==> config.mk <==
export PLATFORM = sky130hd
export DESIGN_NAME = sprite_rom_arbiter_flat
export DESIGN_NICKNAME = d
export VERILOG_FILES = /design/src/rtl/sprite_rom_arbiter_if.sv /design/src/rtl/sprite_rom_arbiter.sv /design/src/flat_wrapper.sv
export SDC_FILE = /design/constraint.sdc
export NUM_CORES = 1
export LEC_CHECK = 0
export ABC_AREA = 0
export CORE_UTILIZATION = 35
export DETAILED_ROUTE_END_ITERATION = 12
export GPL_TIMING_DRIVEN = 0
export PLACE_DENSITY = 0.85
export SYNTH_ARGS = -nofsm -noshare
export SYNTH_HDL_FRONTEND = slang
export SYNTH_SLANG_ARGS = --single-unit
export TNS_END_PERCENT = 20
==> constraint.sdc <==
create_clock -name clk -period 2.75 [get_ports clk]
set_input_delay 0.55 -clock clk [delete_from_list [all_inputs] [get_ports clk]]
set_output_delay 0.55 -clock clk [all_outputs]
set_load 0.005 [all_outputs]
==> src/rtl/sprite_rom_arbiter_if.sv <==
// Requester/ROM-side bus of the sprite ROM arbiter: per-requester request and
// address, grant, ROM address/data, and the tagged read return.
interface sprite_rom_arbiter_if #(
  parameter int NREQ = 4,
  parameter int AW   = 16,
  parameter int DW   = 12
);
  logic [NREQ-1:0]    req;
  logic [NREQ*AW-1:0] req_addr;
  logic [NREQ-1:0]    gnt;
  logic               rom_en;
  logic [AW-1:0]      rom_addr;
  logic [DW-1:0]      rom_data;
  logic [NREQ-1:0]    rd_valid;
  logic [DW-1:0]      rd_data;

  modport master (
    output req, req_addr, rom_data,
    input  gnt, rom_en, rom_addr, rd_valid, rd_data
  );

  modport slave (
    input  req, req_addr, rom_data,
    output gnt, rom_en, rom_addr, rd_valid, rd_data
  );
endinterface

==> src/rtl/sprite_rom_arbiter.sv <==
// Round-robin sharing of one synchronous sprite ROM among NREQ fetchers, with
// one-hot tagged read return. Define SPRITE_ARB_FIXED_PRIO_EN for fixed priority.
module sprite_rom_arbiter #(
  parameter int NREQ    = 4,
  parameter int AW      = 16,
  parameter int DW      = 12,
  parameter int ROM_LAT = 2
) (
  input  logic                clk,
  input  logic                rst,
  input  logic                frame_start,
  sprite_rom_arbiter_if.slave bus,
  output logic                overrun
);
  localparam int PW = $clog2(NREQ);

  logic [PW-1:0]   win;
  logic            found;
  logic [NREQ-1:0] gnt_c;
  logic [NREQ-1:0] tag [ROM_LAT];

`ifdef SPRITE_ARB_FIXED_PRIO_EN
  always_comb begin
    gnt_c = '0;
    win   = '0;
    found = 1'b0;
    for (int k = 0; k < NREQ; k++) begin
      if (!found && bus.req[k]) begin
        found = 1'b1;
        win   = PW'(k);
      end
    end
    if (rst) found = 1'b0;
    if (found) gnt_c[win] = 1'b1;
  end
`else
  localparam logic [PW:0]   NREQ_W = (PW+1)'(NREQ);
  localparam logic [PW-1:0] LAST   = PW'(NREQ - 1);

  logic [PW-1:0] ptr;
  logic [PW:0]   idx;

  // idx carries one extra bit so ptr+k can be folded back below NREQ
  // without relying on power-of-2 wrap.
  always_comb begin
    gnt_c = '0;
    win   = '0;
    found = 1'b0;
    idx   = '0;
    for (int k = 0; k < NREQ; k++) begin
      idx = {1'b0, ptr} + (PW+1)'(k);
      if (idx >= NREQ_W) idx = idx - NREQ_W;
      if (!found && bus.req[idx[PW-1:0]]) begin
        found = 1'b1;
        win   = idx[PW-1:0];
      end
    end
    if (rst) found = 1'b0;
    if (found) gnt_c[win] = 1'b1;
  end

  always_ff @(posedge clk) begin
    if (rst || frame_start) ptr <= '0;
    else if (found)         ptr <= (win == LAST) ? '0 : win + 1'b1;
  end
`endif

  assign bus.gnt      = gnt_c;
  assign bus.rom_en   = found;
  assign bus.rom_addr = found ? bus.req_addr[int'(win)*AW +: AW] : '0;

  // Grant tags ride alongside the ROM pipeline so the returning data lands
  // on the requester that issued the read.
  always_ff @(posedge clk) begin
    if (rst) begin
      for (int i = 0; i < ROM_LAT; i++) tag[i] <= '0;
      bus.rd_valid <= '0;
      bus.rd_data  <= '0;
      overrun      <= 1'b0;
    end else begin
      tag[0] <= gnt_c;
      for (int i = 1; i < ROM_LAT; i++) tag[i] <= tag[i-1];
      bus.rd_valid <= tag[ROM_LAT-1];
      bus.rd_data  <= bus.rom_data;
      if (frame_start && (|bus.req)) overrun <= 1'b1;
    end
  end
endmodule

==> src/flat_wrapper.sv <==
// flat-port wrapper written by rule: the top's interface ports become plain ports
module sprite_rom_arbiter_flat 
#(
  parameter int NREQ    = 4,
  parameter int AW      = 16,
  parameter int DW      = 12,
  parameter int ROM_LAT = 2
)
  (clk, rst, frame_start, overrun, bus_req, bus_req_addr, bus_rom_data, bus_gnt, bus_rom_en, bus_rom_addr, bus_rd_valid, bus_rd_data);
  sprite_rom_arbiter_if #(.NREQ(NREQ), .AW(AW), .DW(DW)) bus_i ();
  input  logic clk;
  input  logic rst;
  input  logic frame_start;
  output logic overrun;
  input wire logic [$bits(bus_i.req)-1:0] bus_req;
  input wire logic [$bits(bus_i.req_addr)-1:0] bus_req_addr;
  input wire logic [$bits(bus_i.rom_data)-1:0] bus_rom_data;
  output wire logic [$bits(bus_i.gnt)-1:0] bus_gnt;
  output wire logic [$bits(bus_i.rom_en)-1:0] bus_rom_en;
  output wire logic [$bits(bus_i.rom_addr)-1:0] bus_rom_addr;
  output wire logic [$bits(bus_i.rd_valid)-1:0] bus_rd_valid;
  output wire logic [$bits(bus_i.rd_data)-1:0] bus_rd_data;
  assign bus_i.req = bus_req;
  assign bus_i.req_addr = bus_req_addr;
  assign bus_i.rom_data = bus_rom_data;
  assign bus_gnt = bus_i.gnt;
  assign bus_rom_en = bus_i.rom_en;
  assign bus_rom_addr = bus_i.rom_addr;
  assign bus_rd_valid = bus_i.rd_valid;
  assign bus_rd_data = bus_i.rd_data;
  sprite_rom_arbiter #(.NREQ(NREQ), .AW(AW), .DW(DW), .ROM_LAT(ROM_LAT)) u_core (.clk(clk), .rst(rst), .frame_start(frame_start), .bus(bus_i), .overrun(overrun));
endmodule
==> results of run 1 <==
==> metal layers <==
layer	share of wire, %	up-vias	global-route usage (%)
met2	53	76	37.4
li1	-	766	-
met4	1.1	0	6.12
met5	0	-	0
met3	9.5	4	5.57
met1	37	705	21.6
==> area by class of cell <==
type                    count  area, sq um
clock inverters             1         7.51
plain buffers               9          116
well taps                  50         62.6
clock buffers               3         41.3
inverters                   5         18.8
flip-flops and latches     27          541
multi-input cells         100          880
fillers                   324         1120
repair buffers            131         1270
==> power breakdown <==
group | total (mW) | internal, mW | switching (mW) | leakage [nW]
logic | 0.460 | 0.292 | 0.168 | 0.996
clock network | 0.226 | 0.103 | 0.123 | 0.0217
registers | 0.419 | 0.412 | 0.00788 | 0.223
total | 1.11 | 0.807 | 0.298 | 1.24
==> logic make-up after synthesis <==
family | after synthesis | synth area share [%]
fa+ha+maj | 4 | 3.32
flops | 27 | 35.9
simple gates | 38 | 15.5
mux | 33 | 21.9
buf+inv | 14 | 8.30
compound gates | 25 | 15.1
==> path summary, 6_finish.rpt <==
kind                            cells after the start              from               end
worst max-delay path                                8        bus_req[3]        bus_gnt[2]
worst min-delay path                                1  u_core.tag[0][2]  u_core.tag[1][2]
worst max register to register                      8     u_core.ptr[1]     u_core.ptr[1]
worst min register to register                      1  u_core.tag[0][2]  u_core.tag[1][2]
==> repair_timing <==
| item | 4_1_cts | 5_1_grt |
|---|---|---|
| endpoints found under the setup margin | 21 | 9 |
| cloned | 1 | 0 |
| hold buffers | 0 | 0 |
| endpoints found under the hold margin | 0 | 0 |
| resized for setup | 48 | 6 |
| pin swaps | 5 | 2 |
| buffers inserted | 7 | 3 |
==> worst max-delay path, delay by kind of cell <==
kind,cells,cell delay (ns)
AND/OR/NAND/NOR,1,0.14
buffers and inverters,4,0.76
AO/OA/AOI/OAI,2,0.49
adder cells (fa/ha/maj),1,0.17
==> placed cells by master (no fill, tap or decap), drive strengths merged, types with 2 or more instances in the layout <==
cell           instances
clkdlybuf4s50         95
mux2i                 33
dfxtp                 27
buf                   23
nor2b                 20
dlygate4sd2           17
o22ai                 17
and2                   8
inv                    5
a21oi                  4
ha                     4
clkbuf                 4
nor2                   3
nand2b                 2
nand2                  2
clkdlybuf4s15          2
dlymetal6s2s           2
==> state kept, by name (all words and copies together) (netlist names) <==
signal	flops
u_core.bus.rd_valid	4
u_core.overrun	1
u_core.ptr	2
u_core.bus.rd_data	12
u_core.tag	8
==> per-stage QoR <==
| step | TNS [ns] | area [sq um] |
|---|---|---|
| 6_report | 0 | 2940 |
| 3_5_place_dp | -10.92 | 2770 |
| 2_1_floorplan | 0 | 1510 |
| 4_1_cts | -0.264 | 2900 |
| 5_1_grt | -0.0147 | 2940 |
| 3_3_place_gp | -10.16 | 2770 |
==> impl_metrics.env, run 1 <==
export IMPL_die_w_um=67.6
export IMPL_ys_warn_count=0
export IMPL_relSlewSlack_pct=74.8
export IMPL_crit_chain="clkdlybuf4s15_2 > o22ai_2 > a211oi_4 > inv_2 > buf_4 > ha_1 > and2_1 > dlygate4sd2_1"
export IMPL_hold_slack_ns=0.445
export IMPL_hold_viol=0
export IMPL_fin_cells=326
export IMPL_dp_hpwl_um=3740
export IMPL_p_total_mw=1.11
export IMPL_cts_tree="built"
export IMPL_start_kind="input port"
export IMPL_synth_distinct_cells=25
export IMPL_status="finished clean"
export IMPL_core_sq_um=4060
export IMPL_critPathSlowestCell="a211oi_4"
export IMPL_gp_congestion=0.773
export IMPL_worst_pin_slew_ns=0.368
export IMPL_arrival_ns=2.12
export IMPL_clk_pin_slew_ns=0.10
export IMPL_cp_end_kind="output port"
export IMPL_yosys_area_top_type="dfxtp_1"
export IMPL_ff2ff_setup_slack_ns=1.03
export IMPL_leakagePower_nw=1.24
export IMPL_antenna_found_initial=0
export IMPL_grt_pass1_wl_um=6780
export IMPL_hp_class="reg -> reg"
export IMPL_netlist_top_cells_area="dfxtp_1 (36%), mux2i_1 (22%), nor2b_1 (8.3%)"
export IMPL_drive_above_1_share_pct=17.8
export IMPL_clock_sinks=27
export IMPL_timing_fmax_ghz=0.375
export IMPL_syn_cell_area_sq_um=1510
export IMPL_dieArea_sq_um=4570
export IMPL_peakVddDrop_mv=0.314
export IMPL_initial_core_util_pct=37.2
export IMPL_setup_viol=0
export IMPL_finalCriticalPeriod_ns=2.67
export IMPL_drv_cap=0
export IMPL_post_route_util_pct=72.4
export IMPL_synth_edf_count=0
export IMPL_rows=23
export IMPL_syn_inst=141
export IMPL_cpPeakStageDelay_ns=0.38
export IMPL_numPortBuffers=120
export IMPL_period_share_pct=97.1
export IMPL_drt_initial_drc_count=59
export IMPL_syn_num_nets=228
export IMPL_async_reset_ff_share_pct=0
export IMPL_worst_setup_path_type="in -> out"
export IMPL_synth_common_cells="mux2i_1 (33), dfxtp_1 (27), nor2b_1 (20), o22ai_2 (9)"
export IMPL_cts_max_level=1
export IMPL_numCtsBuffers=3
export IMPL_grt_pass1_vias=1486
export IMPL_vias=1551
export IMPL_grt_overflow_total=0
export IMPL_synth_most_common_cell="mux2i_1"
export IMPL_cp_data_required_time_ns=2.20
export IMPL_grt_max_degree=17
export IMPL_ant_nets=0
export IMPL_vias_per_cell=4.76
export IMPL_grt_use_total_pct=20.1
export IMPL_place_inst=311
export IMPL_preCtsSetupSlack_ns=-0.606
export IMPL_skew_ns=0.0117
export IMPL_diodes=0
export IMPL_yosys_register_bits=27
export IMPL_area_growth_pct=94.8
export IMPL_ys_seq_area_share_pct=35.9
export IMPL_die_h_um=67.6
export IMPL_cp_max_fo=5
export IMPL_wl_per_cell_um=14.2
export IMPL_clockBufferDepth=2
export IMPL_totalWireLength_um=4630
export IMPL_root_buffer="clkbuf_8"
export IMPL_synthFlopType="dfxtp_1"
export IMPL_fin_nets=364
export IMPL_maxSlewViolCount=0
export IMPL_setup_slack_ns=0.0805
export IMPL_synth_top_cell_area_share_pct=35.9
export IMPL_clock_latency_ns=0.28
export IMPL_pin_count=121
export IMPL_firstDrtPassIters=4
export IMPL_syn_area_per_cell_sq_um=10.7
export IMPL_drcViolationCount=0
export IMPL_powerDensity_nw_per_um2=376
Note: power is estimated with default switching activity, not from simulation.
==> inputs of run 2 (changes only) <==
CAP_MARGIN = 20   (was not set)
==> results of run 2 <==
Final layout, timing and power as in run 1 (identical DEF).
==> inputs of run 3 (changes only) <==
TNS_END_PERCENT = 5   (was 20)
==> run 3 against run 2 <==
The run now ends with negative setup slack left. Routed wire length fell by 3.3%. Sequential share of layout area is 0.25 points higher. Combinational power shrank 3%. Largest cell class unchanged. Highest routed layer unchanged.
==> impl_metrics.env, run 3 (same netlist as run 1, synthesis figures left out) <==
export IMPL_pin_count=121
export IMPL_ctsHoldBuffers=0
export IMPL_drive_above_1_share_pct=15.4
export IMPL_dp_hpwl_um=3740
export IMPL_switching_share_pct=26.8
export IMPL_period_share_pct=103
export IMPL_start_kind="input port"
export IMPL_die_w_um=67.6
export IMPL_maxSlewViolCount=0
export IMPL_grt_met2_usage_pct=36.5
export IMPL_clock_latency_ns=0.28
export IMPL_timing_fmax_ghz=0.355
export IMPL_grt_setup_unrepaired="true"
export IMPL_fin_nets=361
export IMPL_cp_end_kind="output port"
export IMPL_clk_pin_slew_ns=0.10
export IMPL_worst_pin_slew_ns=0.406
export IMPL_grtUsageMet1_pct=21.1
export IMPL_setup_slack_ns=-0.0705
export IMPL_firstDrtPassIters=4
export IMPL_peakVddDrop_mv=0.313
export IMPL_cp_data_required_time_ns=2.20
export IMPL_rows=23
export IMPL_vias_per_cell=4.76
export IMPL_worst_setup_path_type="in -> out"
export IMPL_ant_nets=0
export IMPL_preCtsSetupSlack_ns=-0.606
export IMPL_numCtsBuffers=3
export IMPL_postPlaceCellArea_sq_um=2770
export IMPL_numPortBuffers=120
export IMPL_initial_core_util_pct=37.2
export IMPL_grt_pass1_wl_um=6680
export IMPL_status="complete, but fails checks"
export IMPL_setup_viol=1
export IMPL_grt_pass1_vias=1479
export IMPL_top_register="u_core.bus.rd_data"
export IMPL_totalWireLength_um=4470
export IMPL_clockBufferDepth=2
export IMPL_top_usage_layer="met2"
export IMPL_grt_overflow_total=0
export IMPL_wl_per_cell_um=13.8
export IMPL_relSlewSlack_pct=72.9
export IMPL_violations="negative setup slack"
export IMPL_hp_class="reg -> reg"
export IMPL_gp_congestion=0.773
export IMPL_cp_max_fo=10
export IMPL_drcViolationCount=0
export IMPL_grt_use_met3_pct=5.74
export IMPL_pwr_share_clk_pct=20.7
export IMPL_finalCriticalPeriod_ns=2.82
export IMPL_largest_reg_flops=12
export IMPL_power_switching_uw=292
export IMPL_diodes=0
export IMPL_p_int_uw=797
export IMPL_grt_max_degree=17
export IMPL_leakagePower_nw=1.21
export IMPL_dieArea_sq_um=4570
export IMPL_clock_sinks=27
export IMPL_grt_use_total_pct=19.7
export IMPL_p_total_mw=1.09
export IMPL_final_common_cell="clkdlybuf4s50_1"
export IMPL_fillers=325
export IMPL_cts_max_level=1
export IMPL_drt_initial_drc_count=54
export IMPL_post_route_util_pct=71.4
export IMPL_largestRegisters="u_core.bus.rd_data (12), u_core.tag (8), u_core.bus.rd_valid (4)"
export IMPL_cts_tree="built"
export IMPL_antenna_found_initial=0
export IMPL_area_growth_pct=92.2
export IMPL_skew_ns=0.0107
export IMPL_combPwrFrac_pct=40.8
export IMPL_root_buffer="clkbuf_8"
export IMPL_die_h_um=67.6
export IMPL_arrival_ns=2.27
export IMPL_finalSetupTns_ns=-0.0705
export IMPL_hold_viol=0
export IMPL_powerDensity_nw_per_um2=376
export IMPL_final_cell_mix="clkdlybuf4s50_1 (96), mux2i_1 (32), dfxtp_1 (27)"
export IMPL_fin_area_sq_um=2900
export IMPL_pwr_share_seq_pct=38.5
export IMPL_drv_cap=0
export IMPL_core_sq_um=4060
export IMPL_vias=1539
[run 3: cell types whose count changed in the layout (fill, tap and decap cells not counted), sizes merged]
cell           delta
clkdlybuf4s50     +1
dlymetal6s2s      -1
buf               -5
dlygate4sd2       +2
[run 3: stage by stage]
step	hold WS (ns)	instances
finish	0.442	323
global route	0.471	323
CTS	0.447	321
detailed placement	0.424	311
global placement	0.415	311
floorplan	0.414	141
[run 3: final timing paths]
check / from / to / slack [ns] / cells after the start
setup reg to reg: u_core.ptr[1] / u_core.ptr[1] / 1.02 / 8
hold reg to reg: u_core.tag[0][2] / u_core.tag[1][2] / 0.44 / 1
hold / removal: u_core.tag[0][2] / u_core.tag[1][2] / 0.44 / 1
setup / recovery: bus_req[2] / bus_rom_addr[7] / -0.07 / 8
[run 3: worst max-delay path, cell delays in order]
cell	delay, ns
clkdlybuf4s15_2	0.22
inv_2	0.08
o22ai_2	0.09
a211oi_4	0.38
nand2_4	0.11
buf_8	0.16
o22ai_2	0.16
clkdlybuf4s50_1	0.52
[run 3: power groups by stage]
stage	logic (mW)	registers, mW	clock network [mW]
6_report	0.444	0.419	0.225
3_3_place_gp	0.438	0.427	0
5_1_grt	0.476	0.423	0.252
3_5_place_dp	0.444	0.428	0
2_1_floorplan	0.197	0.429	0
4_1_cts	0.444	0.419	0.230
[run 3: area by class of cell]
class	instances	area (sq um)	share of cell area [%]
buffer	9	121	4.19
clock buffer	3	41.3	1.42
clock inverter	1	7.51	0.259
inverter	5	18.8	0.648
multi-input combinational	100	873	30.1
sequential	27	541	18.7
tap	50	62.6	2.16
timing repair buffer	128	1230	42.5
[run 3: routing by layer]
metal	wire, um	vias up
met1	1640	699
met3	434	4
met4	49	0
met5	0	-
li1	-	762
met2	2350	74
[run 3: timing repair]
item / CTS / global route
endpoints found under the setup margin: 21 / 7
resized for setup: 43 / 2
cloned: 0 / 0
pin swaps: 4 / 2
buffers inserted: 6 / 2
hold endpoints to repair: 0 / 0
